`src/rtl/spi_dac_tx.sv`:
```
// SPI transmitter for a 10-bit DAC.
// Each accepted sample is sent as one 16-bit SPI mode-0 frame:
// {CFG_BITS, sample_data, 2'b00}, MSB first.
// The frame is framed by cs_n. sclk idles low, and mosi changes only on the
// sclk falling edge.
// Every output is a register, so no input reaches an output combinationally.
module spi_dac_tx #(
  parameter int unsigned CLK_DIV  = 2,
  parameter logic [3:0]  CFG_BITS = 4'b0011
) (
  input  logic       clk,
  input  logic       rst,
  input  logic       sample_valid,
  input  logic [9:0] sample_data,
  output logic       sample_ready,
  output logic       sclk,
  output logic       mosi,
  output logic       cs_n,
  output logic       busy,
  output logic       frame_done
);

  // Every phase (setup, sclk high, sclk low, hold) lasts CLK_DIV cycles.
  // The phase counter is loaded with CLK_DIV-1 and the phase ends when it
  // reaches zero.
  localparam logic [7:0] PHASE_RELOAD = 8'(CLK_DIV - 1);

  localparam logic [1:0] IDLE  = 2'd0;
  localparam logic [1:0] SETUP = 2'd1;
  localparam logic [1:0] SHIFT = 2'd2;
  localparam logic [1:0] HOLD  = 2'd3;

  logic [1:0]  state;
  logic [7:0]  phase_cnt;
  logic [3:0]  bit_cnt;
  logic [14:0] shift_reg;
  logic [15:0] frame_word;
  logic        accept;
  logic        phase_end;

  // Bit 15 goes straight to mosi when a sample is accepted. The shift register
  // only holds the 15 bits that follow it.
  assign frame_word = {CFG_BITS, sample_data, 2'b00};
  assign accept     = sample_valid && sample_ready;
  assign phase_end  = (phase_cnt == 8'd0);

  // Frame sequencer: IDLE -> SETUP -> SHIFT (16 bits) -> HOLD -> IDLE.
  // Reset aborts any frame immediately.
  always_ff @(posedge clk) begin
    if (rst) begin
      state        <= IDLE;
      phase_cnt    <= 8'd0;
      bit_cnt      <= 4'd0;
      shift_reg    <= 15'd0;
      sample_ready <= 1'b0;
      sclk         <= 1'b0;
      mosi         <= 1'b0;
      cs_n         <= 1'b1;
      busy         <= 1'b0;
      frame_done   <= 1'b0;
    end else begin
      frame_done <= 1'b0;
      case (state)
        IDLE: begin
          if (accept) begin
            state        <= SETUP;
            shift_reg    <= frame_word[14:0];
            mosi         <= frame_word[15];
            cs_n         <= 1'b0;
            sclk         <= 1'b0;
            sample_ready <= 1'b0;
            busy         <= 1'b1;
            phase_cnt    <= PHASE_RELOAD;
            bit_cnt      <= 4'd15;
          end else begin
            sample_ready <= 1'b1;
          end
        end

        SETUP: begin
          if (phase_end) begin
            state     <= SHIFT;
            sclk      <= 1'b1;
            phase_cnt <= PHASE_RELOAD;
          end else begin
            phase_cnt <= phase_cnt - 8'd1;
          end
        end

        SHIFT: begin
          if (!phase_end) begin
            phase_cnt <= phase_cnt - 8'd1;
          end else if (sclk) begin
            // At the end of the high phase, sclk falls and mosi moves on to
            // the next bit. The last bit stays on mosi until HOLD.
            sclk      <= 1'b0;
            phase_cnt <= PHASE_RELOAD;
            if (bit_cnt != 4'd0) begin
              mosi      <= shift_reg[14];
              shift_reg <= {shift_reg[13:0], 1'b0};
            end
          end else if (bit_cnt == 4'd0) begin
            state      <= HOLD;
            cs_n       <= 1'b1;
            mosi       <= 1'b0;
            frame_done <= 1'b1;
            phase_cnt  <= PHASE_RELOAD;
          end else begin
            bit_cnt   <= bit_cnt - 4'd1;
            sclk      <= 1'b1;
            phase_cnt <= PHASE_RELOAD;
          end
        end

        HOLD: begin
          if (phase_end) begin
            state        <= IDLE;
            sample_ready <= 1'b1;
            busy         <= 1'b0;
          end else begin
            phase_cnt <= phase_cnt - 8'd1;
          end
        end

        default: begin
          state        <= IDLE;
          sample_ready <= 1'b0;
          busy         <= 1'b0;
          cs_n         <= 1'b1;
          sclk         <= 1'b0;
          mosi         <= 1'b0;
        end
      endcase
    end
  end

endmodule

```
`config.mk`:
```
export PLATFORM = sky130hd
export DESIGN_NAME = spi_dac_tx
export DESIGN_NICKNAME = d
export VERILOG_FILES = /design/src/rtl/spi_dac_tx.sv
export SDC_FILE = /design/constraint.sdc
export NUM_CORES = 1
export LEC_CHECK = 0
export BUFFER_PORTS_ARGS = -buffer_cell sky130_fd_sc_hd__buf_2
export CAP_MARGIN = 20
export CORE_MARGIN = 2
export CORE_UTILIZATION = 40
export DETAILED_ROUTE_END_ITERATION = 12
export PLACE_DENSITY = 0.64
export SYNTH_ARGS = -nofsm -noshare
export SYNTH_HDL_FRONTEND = slang
export SYNTH_SLANG_ARGS = --single-unit
```
`constraint.sdc`:
```
create_clock -name clk -period 6.45 [get_ports clk]
set_input_delay 1.29 -clock clk [delete_from_list [all_inputs] [get_ports clk]]
set_output_delay 1.29 -clock clk [all_outputs]
set_load 0.005 [all_outputs]
```
---- Word-level counts from Yosys, hierarchy flattened ----
Cells that the tools add are included.
storage, ports and cells
  output and inout bits ................... 6
  bits in registers ....................... 35
  logic and storage cells ................. 90
cells by class
  reductions and logical operators ........ 19
  equal/unequal tests ..................... 15
  add/sub/neg operators ................... 2
  multiplexer cells ....................... 42
  bitwise operators ....................... 2
operator list
  cell                                                                number
  15-bit 2-to-1 mux                                                   4
  15-bit case mux with 2 select lines                                 1
  8-bit 2-to-1 mux                                                    3
  8-bit case mux with 3 select lines                                  1
  2-bit inequality test, second input constant                        10
  5-bit AND reduction                                                 4
  1-bit 2-to-1 mux                                                    16
  4-bit 2-to-1 mux                                                    4
  2-bit 2-to-1 mux                                                    6
  8-bit logical NOT                                                   1
  1-bit case mux with 2 select lines                                  4
  2-bit case mux with 4 select lines                                  1
  4-bit case mux with 2 select lines                                  1
  8-bit by 1-bit subtractor with 8-bit output, second input constant  1
  3-bit inequality test, second input constant                        2
  6-bit AND reduction                                                 1
  2-bit equality test, second input constant                          2
  4-bit logical NOT                                                   1
  2-bit AND reduction                                                 2
  4-bit AND reduction                                                 1
  2-bit nonzero test                                                  2
  4-bit nonzero test                                                  1
  4-bit OR reduction                                                  1
  4-bit by 1-bit subtractor with 4-bit output, second input constant  1
  other kinds (8)                                                     9

---- Longest topological paths before layout ----
Gate-level depths: netlist (run 1).
  depth after elaboration ................. 5
  gate-level depth with buffers ........... 8
  mapped depth without buffers ............ 6

---- Worst setup path before layout (run 1) ----
No wires, ideal clock.
  kind .................................... input to register
  start ................................... input port sample_valid
  end ..................................... register mosi
  data arrival time ....................... 2516 ps
  stages on the path ...................... 5
  buffers on the path ..................... 1
  path slack .............................. 3859 ps
  library setup time ...................... 74 ps
  path through ............................ a21bo_2 clkbuf_1 nand4_1 or4b_2 o21ai_0
on the way
  word-level cells in the longest chain between the ends .. 3
ends and longest elaborated chain
  item                             line  text
  start, declared                  13    input logic sample_valid,
  1-bit logical AND                44    assign accept = sample_valid && sample_ready;
  2-bit inequality test (no line)  --
  5-bit AND reduction (no line)    --
  end signal, assigned             68    mosi <= frame_word[15];
  end signal, assigned             99    mosi <= shift_reg[14];
  end, declared                    17    output logic mosi,
Every way passes these cells.
A chain may end at the register's enable or synchronous reset.

---- Worst setup path after layout (run 1) ----
  start ................................... input port sample_valid
  end ..................................... register shift_reg[12]
on the way
  word-level cells in the longest chain between the ends .. 3
ends and longest elaborated chain
  item                             line  text
  1-bit logical AND                44
  2-bit inequality test (no line)  --
  5-bit AND reduction (no line)    --
  end signal, assigned             67    shift_reg <= frame_word[14:0];
  end signal, assigned             100   shift_reg <= {shift_reg[13:0], 1'b0};
  end, declared                    36    logic [14:0] shift_reg;
Every way passes these cells.

==> results of run 1 <==
cell usage after synthesis (all sizes together) (2+ instances only):
master / number
nor3b: 2
dfxtp: 33
clkbuf: 8
o22ai: 2
nand4: 2
o21ai: 8
o311ai: 3
or4: 3
nand2: 7
a221oi: 9
inv: 11
nand3: 7
o21a: 2
nor3: 6
a311oi: 2
ha: 7
nand2b: 3
mux2i: 9
buf: 3
o221a: 2
a211oi: 2
xnor2: 2
a31oi: 4
nor2b: 2
a21bo: 2
nor4: 4
or3b: 2
a21o: 2
or4b: 2
nor2: 22
a21oi: 13
o31ai: 3
worst min-delay path, cell delays in order (launching register included):
cell	delay, ns
sky130_fd_sc_hd__dfxtp_1	0.31
sky130_fd_sc_hd__o21ai_0	0.06
sky130_fd_sc_hd__a21oi_1	0.06
per-layer routing:
layer,global-route usage,up-vias,part of all wire
met5,0,-,0
met1,0.2450,756,0.52
met2,0.2572,26,0.44
li1,-,812,-
met3,0.03989,4,0.030
met4,0.05451,0,0.0075
final timing paths:
| check | to | slack (ns) |
|---|---|---|
| hold reg to reg | busy | 0.48 |
| setup reg to reg | shift_reg[12] | 4.10 |
| hold / removal | busy | 0.48 |
| setup / recovery | shift_reg[12] | 3.91 |
stage by stage:
step                      instance area [µm²]  hold WS (ns)  total power, mW  cells
after floorplan                          1807        0.4574           0.7710    205
after global placement                   1926        0.4629           0.8816    265
after detailed placement                 1933        0.4693           0.8903    266
after CTS                                2019        0.4795            1.048    274
after global routing                     2019        0.4981            1.138    274
final                                    2019        0.4762            1.047    274
logic make-up (layout without fill, tap and decap cells):
logic type      Yosys count  after routing  share of synthesized area
fa+ha+maj                 7              7                    0.04847
buf+inv                  23             40                    0.04917
compound gates           65             65                     0.2756
flops                    33             33                     0.3656
simple gates             65             65                     0.1967
mux                       9              9                    0.04986
xor+xnor                  3              3                    0.01455
final cells by class:
cell class / instances / share of cell area
Timing Repair Buffer: 20 / 0.05204
Sequential cell: 33 / 0.3271
Clock buffer: 5 / 0.03408
Inverter: 12 / 0.02230
Clock inverter: 3 / 0.008674
Multi-Input combinational cell: 149 / 0.5235
Tap cell: 52 / 0.03222
power by group through the flow:
stage                     sequential, mW  clock (mW)  combinational (mW)
after floorplan                    0.315           0               0.456
after global placement             0.327           0               0.554
after detailed placement           0.329           0               0.561
after CTS                          0.325       0.159               0.565
after global routing               0.335       0.169               0.634
final                              0.324       0.155               0.568
==> results by stage, run 1 <==
Global routing:
- For this run the aggregate overflow at the end of global routing stands at 0.
- Entering global routing, the biggest net connects 29 pins.
- The first global-routing pass estimated approximately 7.1 mm of wire.
- The via count of the first global-routing pass is between 1500 and 2000.
- The number of antenna violations at the first check in global routing was 0.
- The total routing resource utilization after global routing is 0.1720.

STA:
- The slew at the pin closest to its max-slew limit is ~0.77 ns.
- Once routing completed, OpenROAD measured the worst setup slack at 3.907 ns.
- The worst-case headroom to the max-slew limit is 0.4887.
- Timing would allow up to a little under 0.4 GHz.
- Setup repair after global routing left no endpoint under its margin.
- The total count of max-transition violations in the final report is 0.
- The worst path in the final design needs a cycle of around 2.5 ns, including I/O delays and setup.
- The final-report hold violation count was 0.
- The final clock skew is 0.008304 ns.
- Of the available clock period, the critical path in the final layout requires 0.3943.
- The final-report setup violation count is 0.
- The final setup TNS is 0 ns.

Yosys:
- During synthesis, Yosys emitted a total of 0 warnings.
- For this run, the leading register cell type out of synthesis is sky130_fd_sc_hd__dfxtp_1.
- Summing every instance area after synthesis gives between 1500 and 2000 µm².
- The post-synthesis instance total is roughly 210.
- The synthesized design contains 0 enable-type register cells.
- The mean cell area of the mapped netlist is 8.813 µm².
- The library cell occupying the most area in the post-synthesis netlist is sky130_fd_sc_hd__dfxtp_1.
- The part of the Yosys area used for sequential elements is 0.3657.
- The number of library cell types mapped by synthesis is between 50 and 60.
- The synthesized net count is around 230.
- The share of synthesized area in the top cell type comes to 0.3657.
- Counting flops and latches in the post-synthesis netlist gives 33.
- The fraction of synthesis flops using an asynchronous set or reset pin is 0.
- Sorting the synthesized cells by area gives the leading types as sky130_fd_sc_hd__dfxtp_1, sky130_fd_sc_hd__mux2i_1, sky130_fd_sc_hd__ha_1.

Run:
- The max-capacitance violation count is 0.

Critical path:
- The startpoint of the worst-slack reg-to-reg timing path is phase_cnt[0].
- The cell type of the slowest stage on the worst timing path is sky130_fd_sc_hd__o21ai_0.
- The number of cells on the worst reg-to-reg path is 7.
- On the critical path the largest part of the delay comes from compound AO/OA/AOI/OAI gates.
- Along the worst path, the maximum fanout reaches 10.
- The worst setup path is captured at a register.
- Walking the worst path, the cells encountered are buf_2 -> a21bo_2 -> nand4_1 -> o21ai_0 -> buf_4 -> o221a_2.
- For the worst setup path, the data required time is between 6 and 7 ns.
- The critical path contains buffers and inverters numbering 2 combined.
- In this run the worst setup path begins at sample_valid.
- The largest stage delay on the critical path is ~0.49 ns.
- The number of gates on the worst path with buffers counted is 6.
- At the worst endpoint, the arrival time is 2.78 ns.
- The worst setup path is launched from a primary input.
- The type of the worst setup path is primary input to register.

Cells and area:
- The fraction of final layout cells with drive strength greater than 1 is 0.1892.
- The register area is around 660 µm².
- Counting the fill cells in the layout gives about 430.
- The flip-flop count of the largest register, all copies and words added is 13.
- In the final design database the tool counted 241 nets.
- The multi-input combinational cell area is between 1000 and 1500 µm².
- In the layout the commonest cells are sky130_fd_sc_hd__dfxtp_1, sky130_fd_sc_hd__nor2_1, sky130_fd_sc_hd__buf_2.
- For this run, the share of the core covered by cells in the final layout is 0.4638.
- The library cell used most frequently in the layout, excluding fill and tap cells, is sky130_fd_sc_hd__dfxtp_1.
- The area overhead of the layout relative to synthesis is 11.77%.
- The number of antenna diodes in the final layout is 0.

CTS:
- The H-tree was split into 2 levels.
- The deepest clock path buffer count is 2.
- The clock latency of the later-clocked register in the worst-skew pair is just under 0.3 ns.
- The count of hold buffers inserted by post-cts repair is 0.
- The CTS tree is yes.
- The clock buffer count from CTS is 5.
- Clock-pin slew was measured on the worst setup and hold paths at around 0.070 ns.
- Once the clock tree was built, the resizer swapped 0 gates to a different size.
- The root buffer cell is sky130_fd_sc_hd__clkbuf_8.
- The post-CTS setup repair buffer count is 0.
- Clock tree synthesis found a total of 33 sinks.

Die:
- The area of the core is about 4400 µm².
- The die covers between 5000 and 6000 µm².
- The top-level I/O count is 19.
- The height of the die is between 70 and 80 µm.
- The die extent in x is around 71 µm.
- The number of rows in the core area is 24.
- The initial standard-cell utilization of the core is 0.4149.

Pwr:
- The maximum VDD drop is ~160 µV.
- The clock power share is 0.148.
- Summed over all cells, the static leakage comes to roughly 0.75 nW.
- Of the total power, registers draw 0.310.
- The internal power is around 560 µW.
- The part of the power in combinational logic is 0.543.
- Of the total power, the share spent switching nets is 0.4674.
- Power spread over the standard cell area amounts to between 500 and 600 nW/µm².
- The switching component of the power is 489.1 µW.

Placed design:
- Summed over all nets, the half-perimeter wirelength after detailed placement is approximately 2.8 mm.
- Routability-driven placement finished with a final weighted congestion of ~0.8.
- Buffers placed on the I/O ports in this run total 18.
- The worst slack at placement is approximately 3.6 ns.

Run status:
- The flow ran to the end, and the final reports show no timing, DRC or antenna violations.

Routing:
- The first detailed-routing pass ran for 4 iterations.
- The overall via count from detail_route is approximately 1600.
- The routed design has between 4 and 5 mm of wire.
- The count of nets left with antenna violations once routing finished came out at 0.
- After detailed routing, the number of remaining DRC violations is 0.
- The via-per-instance ratio is ~6.
- After the first detailed-routing iteration, the DRC count stood at 71.
- Dividing the detail-routed wire length by the instance count gives 15.03 µm.

Min path:
- The classification of the worst-slack hold path is register to register.
- The hold path startpoint is busy.
- The number of cells traversed by the worst hold path is 2.
Power figures use the tool's default switching activity.
==> inputs of run 2 (changes only) <==
==> constraint.sdc (replaced) <==
create_clock -name clk -period 2.47 [get_ports clk]
set_input_delay 0.494 -clock clk [delete_from_list [all_inputs] [get_ports clk]]
set_output_delay 0.494 -clock clk [all_outputs]
set_load 0.005 [all_outputs]
==> run 2 against run 1 <==
Clock power rose to 2.7 times the previous value. First-iteration DRC count rose to 2.6 times the previous value. Global-route usage increased by 0.11 points. Largest cell class unchanged. Critical endpoint is now mosi. Count of clock-buffer cells in the layout unchanged. Critical path type is now register to register. Worst hold slack got worse by 0.039 ns.
==> results by stage, run 2 (synthesis gave the netlist of run 1 again) <==
Placed design:
- The last weighted congestion value of the routability-driven placer is 0.8494 (+6.3%).
- The placed instance count is 269 (+1.1%).
- The post-placement cell area is 1956 µm² (+1.2%).
- The worst slack at placement is 0.3937 ns (-3.205 ns).
- The number of buffer cells added on primary ports is 18 (unchanged).
- The HPWL reported at the end of detailed placement came to 2.928 mm (+3.0%).

Cells and area:
- The flip-flop count of the largest register, all copies and words added is 13 (unchanged).
- The library cells used most frequently in the layout, excluding fill and tap cells, are sky130_fd_sc_hd__dfxtp_1, sky130_fd_sc_hd__nor2_1, sky130_fd_sc_hd__buf_2.
- The number of diodes added for antenna fixing came to 0 (unchanged).
- The fraction of final layout cells with drive strength greater than 1 is 0.2000 (+0.01081).
- The final design utilization is 0.4701 (+0.006322).
- The non-filler instance count after layout is 277 (+1.1%).
- The area overhead of the layout relative to synthesis is 13.30%.
- The total number of nets in the final design was 244 (+1.2%).
- The most common cell after layout, fill and taps aside is sky130_fd_sc_hd__dfxtp_1.
- The total non-filler cell area in the finished layout is 2047 µm² (+1.4%).

Critical path:
- The kind of end point of the critical path is a register.
- The data required time at the worst endpoint came to 2.70 ns (-3.99 ns).
- The critical path is of the register to register type.
- The largest fanout on the critical path is 10 (unchanged).
- The critical path arrival is 2.33 ns (-0.45 ns).
- STA classifies the critical path startpoint as a register.

STA:
- The worst path in the final design needs a cycle of roughly 2.1 ns, including I/O delays and setup.
- The final-report hold violation count is 0 (unchanged).
- The achievable frequency is approximately 0.48 GHz.
- The final clock skew came to 0.005428 ns (-0.002877 ns).
- The period utilization is 0.8505.
- The least setup slack across all paths after layout is 0.3694 ns (-3.537 ns).
- The worst-case headroom to the max-slew limit is 0.5997 (+0.1110).
- The worst slack on hold paths came to 0.4370 ns (-0.03914 ns).
- The total count of max-transition violations in the final report was 0 (unchanged).
- The final-report setup violation count is 0 (unchanged).
- Setup repair after global routing left no endpoint under its margin.
- The final setup TNS came to 0 ns (unchanged).
- The slew at the pin closest to its max-slew limit is 0.5965 ns (-0.1689 ns).

Run:
- The max-capacitance violation count was 0 (unchanged).

CTS:
- In this run the clock root is driven by a sky130_fd_sc_hd__clkbuf_8.
- The post-CTS setup repair buffer count is 0 (unchanged).
- The H-tree depth is 2 (unchanged).
- The clock buffer count from CTS is 5 (unchanged).
- The deepest clock path buffer count is 2 (unchanged).
- The count of hold buffers inserted by post-cts repair was 0 (unchanged).
- The CTS tree is yes.
- The clock sink count is 33 (unchanged).
- The register clock-pin slew on the reported worst setup and hold paths was 0.07 ns (about the same).
- The clock latency of the later-clocked register in the worst-skew pair was 0.30 ns (about the same).
- The count of instances resized after the clock tree is built was 0 (unchanged).

Global routing:
- The number of antenna violations at the first check in global routing is 0 (unchanged).
- The wire length of the first global-routing pass came to 6.955 mm (-1.4%).
- The total routing resource utilization after global routing is 0.1732 (+0.001141).
- The overall overflow remaining after global route was 0 (unchanged).
- The maximum number of pins on one net before global-route repair is 24 (-17%).
- The via count of the first global-routing pass is 1468 (-3.7%).

Die:
- The floorplan die area came to 5070 µm² (unchanged).
- The number of rows in the core area is 24 (unchanged).
- The area of the core was 4354 µm² (unchanged).
- The initial standard-cell utilization of the core came to 0.4149 (unchanged).
- The die extent in x came to 71.21 µm (unchanged).
- The height of the die came to 71.21 µm (unchanged).
- The top-level I/O count is 19 (unchanged).

Run status:
- The run finished with clean final reports.

Pwr:
- The maximum VDD drop came to 424.8 µV (+170%).
- The power per cell area is 1354 nW/µm² (+160%).
- The total chip power came to 2.771 mW (+160%).
- The leakage component of the power is 0.7537 nW (+0.95%).

Routing:
- The via-per-instance ratio is 5.755 (-1.3%).
- The overall via count from detail_route is 1594 (-0.25%).
- The total wirelength of the detailed-routed design was 4.161 mm (+1.0%).
- The residual antenna-violating net count after detailed routing is 0 (unchanged).
- The number of DRC markers in iteration 0 is 185 (+160%).
- The mean routed wirelength per cell is 15.02 µm (about the same).
- The count of unresolved DRC violations after routing came to 0 (unchanged).
- The number of search-and-repair iterations in the first detailed-routing pass was 4 (unchanged).

Min path:
- In this run the worst hold path is classified as primary input to register.
-- run 2: final cells by class --
type | count | area [µm²]
sequential | 33 | 660.6
clock inverter | 3 | 22.52
inverter | 12 | 45.04
timing repair buffer | 23 | 127.6
fill | 431 | 2307
multi-input combinational | 149 | 1057
clock buffer | 5 | 68.82
tap | 52 | 65.06
-- run 2: routing by layer --
layer	track usage	vias up	share of wire
met4	0.05031	0	0.013
met2	0.2469	38	0.41
met1	0.2522	733	0.52
li1	-	816	-
met5	0	-	0
met3	0.05128	7	0.058
-- run 2: worst paths after layout --
kind,start,endpoint,slack (ns),depth (start not counted)
setup reg to reg,state[0],mosi,0.37,6
hold / removal,sample_data[0],shift_reg[2],0.44,3
hold reg to reg,busy,busy,0.48,2
setup / recovery,state[0],mosi,0.37,6
-- run 2: worst max-delay path, cell delays in order (launching register included) --
cell                      delay (ns)
sky130_fd_sc_hd__dfxtp_1        0.38
sky130_fd_sc_hd__inv_1          0.10
sky130_fd_sc_hd__ha_1           0.28
sky130_fd_sc_hd__a21bo_2        0.33
sky130_fd_sc_hd__nand4_1        0.20
sky130_fd_sc_hd__or4b_2         0.66
sky130_fd_sc_hd__o21ai_0        0.08
-- run 2: power by group --
part	leakage, nW	internal, mW	switching [mW]	total, mW
Clock	0.0364	0.197	0.220	0.418
Sequential	0.270	0.693	0.155	0.848
Combinational	0.447	0.605	0.900	1.51
Total	0.754	1.50	1.28	2.77
==> inputs of run 3 (changes only) <==
--- a/config.mk
+++ b/config.mk
@@ -8,9 +8,9 @@
 export BUFFER_PORTS_ARGS = -buffer_cell sky130_fd_sc_hd__buf_2
 export CAP_MARGIN = 20
 export CORE_MARGIN = 2
-export CORE_UTILIZATION = 40
+export CORE_UTILIZATION = 35
 export DETAILED_ROUTE_END_ITERATION = 12
-export PLACE_DENSITY = 0.64
+export SLEW_MARGIN = 30
 export SYNTH_ARGS = -nofsm -noshare
 export SYNTH_HDL_FRONTEND = slang
 export SYNTH_SLANG_ARGS = --single-unit
==> run 3 against run 2 <==
Sequential share of layout area shrank 0.50 points. Worst hold slack gained 0.012 ns. Non-clock buffer count is the same. Count of clock-buffer cells in the layout grew 2. Cell count grew 6.5%. Sequential power grew 0.5%. Power grew 3.1%. Wire length grew 4.5%. Sequential cell count is the same. Core utilization shrank 5.8 points. First-iteration DRC count shrank 21%. Critical endpoint unchanged. Largest cell class unchanged.
==> results by stage, run 3 (synthesis gave the netlist of run 1 again) <==
Routing:
- The count of unresolved DRC violations after routing came to 0 (unchanged).
- The via-per-instance ratio is 5.478 (-4.8%).
- The number of DRC markers in iteration 0 came to 146 (-21%).
- The mean routed wirelength per cell is 14.75 µm (-1.8%).
- The overall via count from detail_route is 1616 (+1.4%).
- The total wirelength of the detailed-routed design is 4.350 mm (+4.5%).
- The residual antenna-violating net count after detailed routing was 0 (unchanged).
- The number of search-and-repair iterations in the first detailed-routing pass is 4 (unchanged).

Die:
- The die extent in x is 75.85 µm (+6.5%).
- The top-level I/O count is 19 (unchanged).
- The initial standard-cell utilization of the core came to 0.3583 (-0.05663).
- The floorplan die area is 5752 µm² (+13%).
- The number of rows in the core area came to 26 (+8.3%).
- The height of the die is 75.85 µm (+6.5%).
- The area of the core is 5042 µm² (+16%).

Pwr:
- The clock power share is 0.162 (+0.011).
- The maximum VDD drop is 404.8 µV (-4.7%).
- The leakage component of the power is 0.7717 nW (+2.4%).
- The sequential fraction of design power is 0.298 (-0.008).
- The total chip power was 2.856 mW (+3.1%).
- The switching component of the power was 1.295 mW (+1.5%).
- The power per cell area is 1374 nW/µm² (+1.5%).
- The share of total power consumed by net switching is 0.4532 (-0.007019).
- The internal power is 1.562 mW (+4.4%).
- The part of the power in combinational logic came to 0.540 (-0.003).

Global routing:
- The overall overflow remaining after global route was 0 (unchanged).
- The maximum number of pins on one net before global-route repair is 24 (unchanged).
- The number of antenna violations at the first check in global routing is 0 (unchanged).
- The wire length of the first global-routing pass is 6.955 mm (unchanged).
- The total routing resource utilization after global routing is 0.1616 (-0.01155).
- The via count of the first global-routing pass came to 1375 (-6.3%).

Cells and area:
- The total number of nets in the final design is 244 (unchanged).
- The fill cell total of the finished layout is 507 (+18%).
- The register area was 660.6 µm² (unchanged).
- The total non-filler cell area in the finished layout is 2079 µm² (+1.6%).
- The final design utilization is 0.4124 (-0.05771).
- The area overhead of the layout relative to synthesis is 15.10%.
- The most common cell after layout, fill and taps aside is sky130_fd_sc_hd__dfxtp_1.
- The fraction of final layout cells with drive strength greater than 1 is 0.2000 (unchanged).
- In the layout the commonest cells are sky130_fd_sc_hd__dfxtp_1, sky130_fd_sc_hd__nor2_1, sky130_fd_sc_hd__buf_2.
- The number of diodes added for antenna fixing is 0 (unchanged).
- The multi-input combinational cell area is 1057 µm² (unchanged).
- The flip-flop count of the largest register, all copies and words added is 13 (unchanged).
- The non-filler instance count after layout was 295 (+6.5%).

Critical path:
- The beginning of the critical path is state[0].
- The data required time at the worst endpoint was 2.69 ns (about the same).
- The type of the worst setup path is register to register.
- The startpoint of the worst-slack reg-to-reg timing path is state[0].
- The largest fanout on the critical path is 10 (unchanged).
- The critical path arrival came to 2.40 ns (+0.07 ns).
- The slowest stage of the critical path belongs to the cell sky130_fd_sc_hd__or4b_2.
- The worst setup path is launched from a register.
- The kind of end point of the critical path is a register.
- The largest stage delay on the critical path is 0.69 ns (+0.03 ns).
- Traced cell by cell, the critical path runs through inv_1 -> ha_1 -> a21bo_2 -> nand4_1 -> or4b_2 -> o21ai_0.

CTS:
- The clock sink count is 33 (unchanged).
- The clock latency of the later-clocked register in the worst-skew pair is 0.29 ns (about the same).
- The clock buffer count from CTS is 5 (unchanged).
- The count of hold buffers inserted by post-cts repair came to 0 (unchanged).
- The deepest clock path buffer count came to 2 (unchanged).
- The count of instances resized after the clock tree is built is 0 (unchanged).
- The H-tree depth is 2 (unchanged).
- The post-CTS setup repair buffer count is 0 (unchanged).
- TritonCTS built the clock tree.
- The root buffer cell is sky130_fd_sc_hd__clkbuf_8.
- The register clock-pin slew on the reported worst setup and hold paths came to 0.07 ns (about the same).

STA:
- The final-report hold violation count is 0 (unchanged).
- Setup repair after global routing left no endpoint under its margin.
- The worst slack on hold paths came to 0.4494 ns (+0.01240 ns).
- The worst-case headroom to the max-slew limit came to 0.6253 (+0.02564).
- The slew at the pin closest to its max-slew limit is 0.5583 ns (-0.03820 ns).
- The final clock skew is 0.006665 ns (+0.001238 ns).
- The period utilization was 0.8832 (+0.03277).
- The total count of max-transition violations in the final report is 0 (unchanged).
- The least setup slack across all paths after layout is 0.2884 ns (-0.08095 ns).
- The time the worst path needs with I/O delays and setup was 2.182 ns (+0.08095 ns).
- The final-report setup violation count was 0 (unchanged).
- The achievable frequency is 0.4584 GHz (-3.7%).
- The final setup TNS is 0 ns (unchanged).

Placed design:
- The post-placement cell area was 1978 µm² (+1.2%).
- The placed instance count is 287 (+6.7%).
- The number of buffer cells added on primary ports is 18 (unchanged).
- The last weighted congestion value of the routability-driven placer came to 0.8052 (-5.2%).
- The HPWL reported at the end of detailed placement is 2.962 mm (+1.1%).
- The worst slack at placement is 0.3644 ns (-0.02923 ns).

Run status:
- The flow ran to the end, and the final reports show no timing, DRC or antenna violations.

Min path:
- The classification of the worst-slack hold path is primary input to register.
- The hold path startpoint is sample_data[0].

Run:
- The max-capacitance violation count is 0 (unchanged).
-- run 3: cell types whose count changed in the layout (fill, tap and decap cells not counted) --
cell / delta
sky130_fd_sc_hd__clkinvlp_4: -3
sky130_fd_sc_hd__clkbuf_8: +2
sky130_fd_sc_hd__clkinv_2: +1
-- run 3: final cells by class --
type	instances	share of cell area
multi-input cells	149	0.5084
well taps	70	0.04212
flip-flops and latches	33	0.3177
repair buffers	23	0.06137
inverters	12	0.02166
clock buffers	7	0.04633
clock inverters	1	0.002407
-- run 3: power groups by stage --
| stage | Combinational [mW] | Sequential [mW] | Clock [mW] |
|---|---|---|---|
| after floorplan | 1.19 | 0.822 | 0 |
| after CTS | 1.53 | 0.849 | 0.472 |
| after detailed placement | 1.52 | 0.859 | 0 |
| after global routing | 1.70 | 0.873 | 0.487 |
| after global placement | 1.51 | 0.854 | 0 |
| final | 1.54 | 0.852 | 0.461 |
-- run 3: path summary, 6_finish.rpt --
kind / endpoint / slack, ns / depth (start not counted)
worst max-delay path: mosi / 0.29 / 6
worst min-delay path: shift_reg[2] / 0.45 / 3
worst max register to register: mosi / 0.29 / 6
worst min register to register: busy / 0.48 / 2
-- run 3: routing by layer --
| layer | global-route usage | wire length, µm |
|---|---|---|
| met1 | 0.2359 | 2228 |
| met2 | 0.2289 | 1916 |
| met3 | 0.04365 | 149 |
| met4 | 0.05263 | 55 |
| met5 | 0 | 0 |
-- run 3: critical path: cells and delay by family, from the launching register on --
family	cells	cell delay [ns]
DFF	1	0.40
buffers and inverters	1	0.10
and+or+nand+nor	2	0.89
AOI/OAI and AO/OA	2	0.44
adders and majority gates	1	0.28
